<file path="src/rtl/pc_sequencer.sv">
`default_nettype none
// ============================================================================
// Module   : pc_sequencer
// Brief    : Fetch program-counter sequencer. Advances the PC, redirects on
//            taken branches followed by a fixed run of flush cycles, and
//            supports stall, halt and resume.
//            Optional macro PC_SEQ_BRANCH_STATS_EN builds a saturating
//            taken-redirect counter on branch_count_po (tied to zero otherwise).
// Revision : 1.0 - initial release
// ============================================================================
module pc_sequencer #(
  parameter int unsigned                PC_WIDTH     = 16,
  parameter logic [PC_WIDTH-1:0]        RESET_PC     = '0,
  parameter int unsigned                FLUSH_CYCLES = 2,
  parameter int unsigned                PC_STEP      = 1
) (
  input  logic                clk_pi,
  input  logic                reset_pi,
  input  logic                stall_pi,
  input  logic                halt_pi,
  input  logic                resume_pi,
  input  logic                is_branch_taken_pi,
  input  logic [PC_WIDTH-1:0] branch_target_pi,
  output logic [PC_WIDTH-1:0] pc_po,
  output logic                fetch_valid_po,
  output logic                flush_po,
  output logic                halted_po,
  output logic [15:0]         branch_count_po
);

  typedef enum logic [1:0] {
    ST_RUN   = 2'd0,
    ST_FLUSH = 2'd1,
    ST_HALT  = 2'd2
  } state_t;

  // The counter holds "flush cycles still to go after this one", so the load
  // value is one less than the number of bubble cycles.
  localparam logic [2:0]          c_flush_load = (FLUSH_CYCLES > 0) ? 3'(FLUSH_CYCLES - 1) : 3'd0;
  localparam logic [PC_WIDTH-1:0] c_pc_step    = PC_WIDTH'(PC_STEP);

  state_t              r_state;
  state_t              w_state_nxt;
  logic [PC_WIDTH-1:0] r_pc;
  logic [PC_WIDTH-1:0] w_pc_nxt;
  logic [2:0]          r_cnt;
  logic [2:0]          w_cnt_nxt;

  // State, PC and flush counter registers; reset overrides everything.
  always_ff @(posedge clk_pi) begin
    if (reset_pi) begin
      r_state <= ST_RUN;
      r_pc    <= RESET_PC;
      r_cnt   <= 3'd0;
    end else begin
      r_state <= w_state_nxt;
      r_pc    <= w_pc_nxt;
      r_cnt   <= w_cnt_nxt;
    end
  end

  // Next-state logic: branch beats halt beats stall while running.
  always_comb begin
    w_state_nxt = r_state;
    w_pc_nxt    = r_pc;
    w_cnt_nxt   = r_cnt;
    case (r_state)
      ST_RUN: begin
        if (is_branch_taken_pi) begin
          w_pc_nxt = branch_target_pi;
          if (FLUSH_CYCLES > 0) begin
            w_cnt_nxt   = c_flush_load;
            w_state_nxt = ST_FLUSH;
          end
        end else if (halt_pi) begin
          w_state_nxt = ST_HALT;
        end else if (!stall_pi) begin
          w_pc_nxt = r_pc + c_pc_step;
        end
      end
      ST_FLUSH: begin
        if (r_cnt == 3'd0) begin
          w_state_nxt = ST_RUN;
        end else begin
          w_cnt_nxt = r_cnt - 3'd1;
        end
      end
      ST_HALT: begin
        if (resume_pi) begin
          w_state_nxt = ST_RUN;
        end
      end
      default: begin
        w_state_nxt = ST_RUN;
      end
    endcase
  end

  // Status outputs decode from state and are forced low during reset.
  always_comb begin
    pc_po          = r_pc;
    fetch_valid_po = (r_state == ST_RUN)   && !stall_pi && !reset_pi;
    flush_po       = (r_state == ST_FLUSH) && !reset_pi;
    halted_po      = (r_state == ST_HALT)  && !reset_pi;
  end

`ifdef PC_SEQ_BRANCH_STATS_EN
  logic [15:0] r_branch_count;
  logic        w_redirect;

  assign w_redirect = (r_state == ST_RUN) && is_branch_taken_pi;

  // Saturating count of redirects accepted while running.
  always_ff @(posedge clk_pi) begin
    if (reset_pi) begin
      r_branch_count <= 16'h0000;
    end else if (w_redirect && (r_branch_count != 16'hFFFF)) begin
      r_branch_count <= r_branch_count + 16'h0001;
    end
  end

  assign branch_count_po = r_branch_count;
`else
  assign branch_count_po = 16'h0000;
`endif

endmodule
`default_nettype wire

</file>
<file path="config.mk">
export PLATFORM = sky130hd
export DESIGN_NAME = pc_sequencer
export DESIGN_NICKNAME = d
export VERILOG_FILES = /design/src/rtl/pc_sequencer.sv
export SDC_FILE = /design/constraint.sdc
export NUM_CORES = 1
export LEC_CHECK = 0
export CORE_MARGIN = 2
export CORE_UTILIZATION = 48
export CTS_BUF_LIST = sky130_fd_sc_hd__clkbuf_4 sky130_fd_sc_hd__clkbuf_8
export DETAILED_ROUTE_END_ITERATION = 8
export PLACE_DENSITY = 0.92
export SLEW_MARGIN = 5
export SYNTH_ARGS = -nofsm -noshare
export SYNTH_HDL_FRONTEND = slang
export SYNTH_SLANG_ARGS = --single-unit
</file>
<file path="constraint.sdc">
create_clock -name clk_pi -period 5.1 [get_ports clk_pi]
set_input_delay 1.02 -clock clk_pi [delete_from_list [all_inputs] [get_ports clk_pi]]
set_output_delay 1.02 -clock clk_pi [all_outputs]
set_load 0.05 [all_outputs]
</file>
==> key figures <==
Cells and area
  – Highest-count cells in the layout ignoring fill and taps: clkdlybuf4s50_1, dfxtp_1, nand2_1
  – Inserted Diodes: 0
  – Final nets: 248
  – Area Overhead vs Synth: 24.5%
  – Fraction of layout cells with a size suffix above 1: 4.50%
  – Fin cells: 253
  – Commonest non-fill, non-tap cell in the layout: clkdlybuf4s50_1
  – Fin area: 1790 um2

Die
  – Die width: 58.8 um
  – DIE AREA: 3460 um2
  – Row count: 19
  – Die H: 58.8 um
  – Total core area: 2810 um2
  – IO Pins: 57
  – Initial Util: 51.4%

Synth
  – Post-synth EDFFs: 0
  – Synth cell types: 41
  – Syn Inst Count: 189
  – #FFs+latches synth: 21
  – Predominant post-synthesis flop cell: dfxtp_1
  – Synth async-reset ratio: 0%
  – Syn avg cell area: 7.63 um2
  – Syn Std Cell Area: 1440 um2
  – Post-synthesis sequential area ratio: 29.2%
  – YS warnings: 0

CTS
  – CTS tree: yes
  – Max clock buf depth: 2
  – Clock transition at path regs: 120 ps
  – Post-CTS resize count: 0
  – H-tree levels: 1
  – Post-CTS Hold Buffers: 0
  – Post-CTS Setup Bufs: 0
  – CTS Buf Count: 3
  – Root Driver: clkbuf_4
  – Clock insertion delay at the later pin of the skew report: 320 ps
  – Sink Count: 21

Worst setup path
  – Critical path class: in2out
  – Critical Path Max Stage Delay: 830 ps
  – Type of element capturing the critical path: output pin
  – Required time of the critical path: 4080 ps
  – CP Capture Point: flush_po
  – Reg2reg start: r_state[1]$_SDFFE_PP0P_
  – Slowest CP cell: clkdlybuf4s50_1
  – Cell Chain, Critical Path: clkdlybuf4s50_1 > nor3b_1 > clkdlybuf4s50_1
  – Most frequent CP cell: clkdlybuf4s50_1
  – Crit start category: input port
  – CP Max Fanout: 10
  – Reg-to-reg endpoint: pc_po[0]$_SDFFE_PP0P_
  – Crit path arrival time: 2710 ps
  – Crit. Startpoint: reset_pi
  – R2R cell count: 4
  – Reg2reg setup slack: 3190 ps

Place
  – Hpwl dp: 2.37 mm
  – Placed Cells incl. Taps: 249
  – Routability cong.: 0.852
  – Area after DPL: 1770 um2
  – Port bufs: 40

Pwr
  – Peak supply drop: 193 uV
  – Gate power share: 40.1%
  – Tot Pwr: 0.000472 W
  – PwrDens: 263 nW/um2
  – Leakage power: 0.618 nW
  – Internal Power: 0.000275 W
  – P_sw: 0.000196 W
  – Clock network power share: 17.3%
  – Seq pwr share: 42.6%
  – Switching Share: 41.6%

STA
  – Fmax: 268 MHz
  – Max transition margin: 25.8%
  – Slew Viols, Final: 0
  – Minimum clock period: 3730 ps
  – Setup violators final: 0
  – Setup TNS: 0 ps
  – Clock Skews: 9.71 ps
  – RSZ-0062 raised after global routing: false
  – Period utilisation layout: 73.1%
  – Final hold violations: 0
  – Worst Max-Slew Pin Slew: 1110 ps

Routing
  – M1 WL: 1.57 mm
  – DR iter-0 viols: 29
  – Routed Wire Length: 3.27 mm
  – Top Metal Used: met4
  – Met2 WL post-DR: 1.48 mm
  – Drt pass-1 iters: 6
  – DRC viols: 1
  – Routed vias: 1428
  – Routed len/inst: 12.9 um
  – Via density: 5.64
  – ANT nets after route: 0
  – Met3 Wirelength: 172 um

Outcome
  – Outcome: finished, violations left
  – Failing checks: design-rule violations

Global route
  – First-pass GRT wire length: 5.41 mm
  – Initial antenna violation count: 0
  – Grt ovf: 0
  – Total Routing Usage GR: 20.1%
  – Vias in the first global route: 1210
  – Pin count of the biggest net entering global routing: 23

Job
  – Max_cap viols: 0

Hold path
  – HP Class: reg2reg
[cells by family (layout without fill, tap and decap cells)]
kind of cell,after synthesis,in the layout,share of synthesized area [%]
compound gates,55,55,25.4
other cells,1,16,0.260
mux,6,6,4.25
buf+inv,38,56,15.2
flops,21,21,29.2
simple gates,65,65,23.1
fa+ha+maj,3,3,2.60
[cells in the mapped netlist (all sizes together), types with 4 or more instances]
master  count  share of area, %
nor3        8               2.8
a31oi       4               1.7
nand2      18               4.7
o22ai       4               1.7
or2         4               1.7
nor2       11               2.9
mux2i       5               3.5
o21ai       8               2.8
nor4        6               2.6
o31ai       8               4.2
nand3       5               1.7
a21oi      11               3.8
dfxtp      21                29
nand4       4               1.7
inv        11               2.9
a22oi       7               3.6
clkbuf      7               1.8
buf        20                11
[through the flow]
| stage | setup slack, ps | util (%) | hold WS (ps) |
|---|---|---|---|
| 2_1_floorplan | 1510 | - | 467 |
| 3_3_place_gp | 1410 | 63.0 | 478 |
| 3_5_place_dp | 1360 | 63.0 | 497 |
| 4_1_cts | 1360 | 64.0 | 516 |
| 5_1_grt | 1280 | 64.0 | 563 |
| 6_report | 1370 | 64.0 | 520 |
[metal layers]
| metal | vias to the layer above | track usage [%] |
|---|---|---|
| li1 | 736 | - |
| met4 | 0 | 6.49 |
| met2 | 39 | 32.7 |
| met3 | 7 | 4.84 |
| met5 | - | 0 |
| met1 | 646 | 26.1 |
[power by group through the flow]
stage | combinational (W) | clock, W | sequential (W)
3_5_place_dp | 0.000188 | 0 | 0.000205
2_1_floorplan | 0.000111 | 0 | 0.000238
5_1_grt | 0.000202 | 0.0000906 | 0.000205
6_report | 0.000189 | 0.0000815 | 0.000201
3_3_place_gp | 0.000186 | 0 | 0.000204
4_1_cts | 0.000189 | 0.0000830 | 0.000201
[registers in the layout, indices dropped and copies added (netlist names)]
name     cells
r_cnt        3
r_state      2
pc_po       16
[final cells by class]
type,count,area [um2]
Fill cell,251,1010
Multi-Input combinational cell,145,858
Sequential cell,21,420
Timing Repair Buffer,41,408
Inverter,11,41.3
Tap cell,31,38.8
Clock buffer,3,22.5
Clock inverter,1,5.00
[worst min-delay path by stage]
stage | start | endpoint | cells after the start
after floorplan | r_cnt[1]$_SDFFE_PP0P_ | r_cnt[1]$_SDFFE_PP0P_ | 2
after global placement | r_cnt[1]$_SDFFE_PP0P_ | r_cnt[1]$_SDFFE_PP0P_ | 2
after detailed placement | pc_po[8]$_SDFFE_PP0P_ | pc_po[8]$_SDFFE_PP0P_ | 2
after CTS | r_cnt[2]$_SDFFE_PP0P_ | r_cnt[2]$_SDFFE_PP0P_ | 2
after global routing | pc_po[8]$_SDFFE_PP0P_ | pc_po[8]$_SDFFE_PP0P_ | 2
final | r_cnt[2]$_SDFFE_PP0P_ | r_cnt[2]$_SDFFE_PP0P_ | 2
[critical path, delay by kind of cell]
| kind | cells | cell delay, ps |
|---|---|---|
| buffers and inverters | 2 | 1420 |
| AND/OR/NAND/NOR | 1 | 260 |
Power figures use the tool's default switching activity.
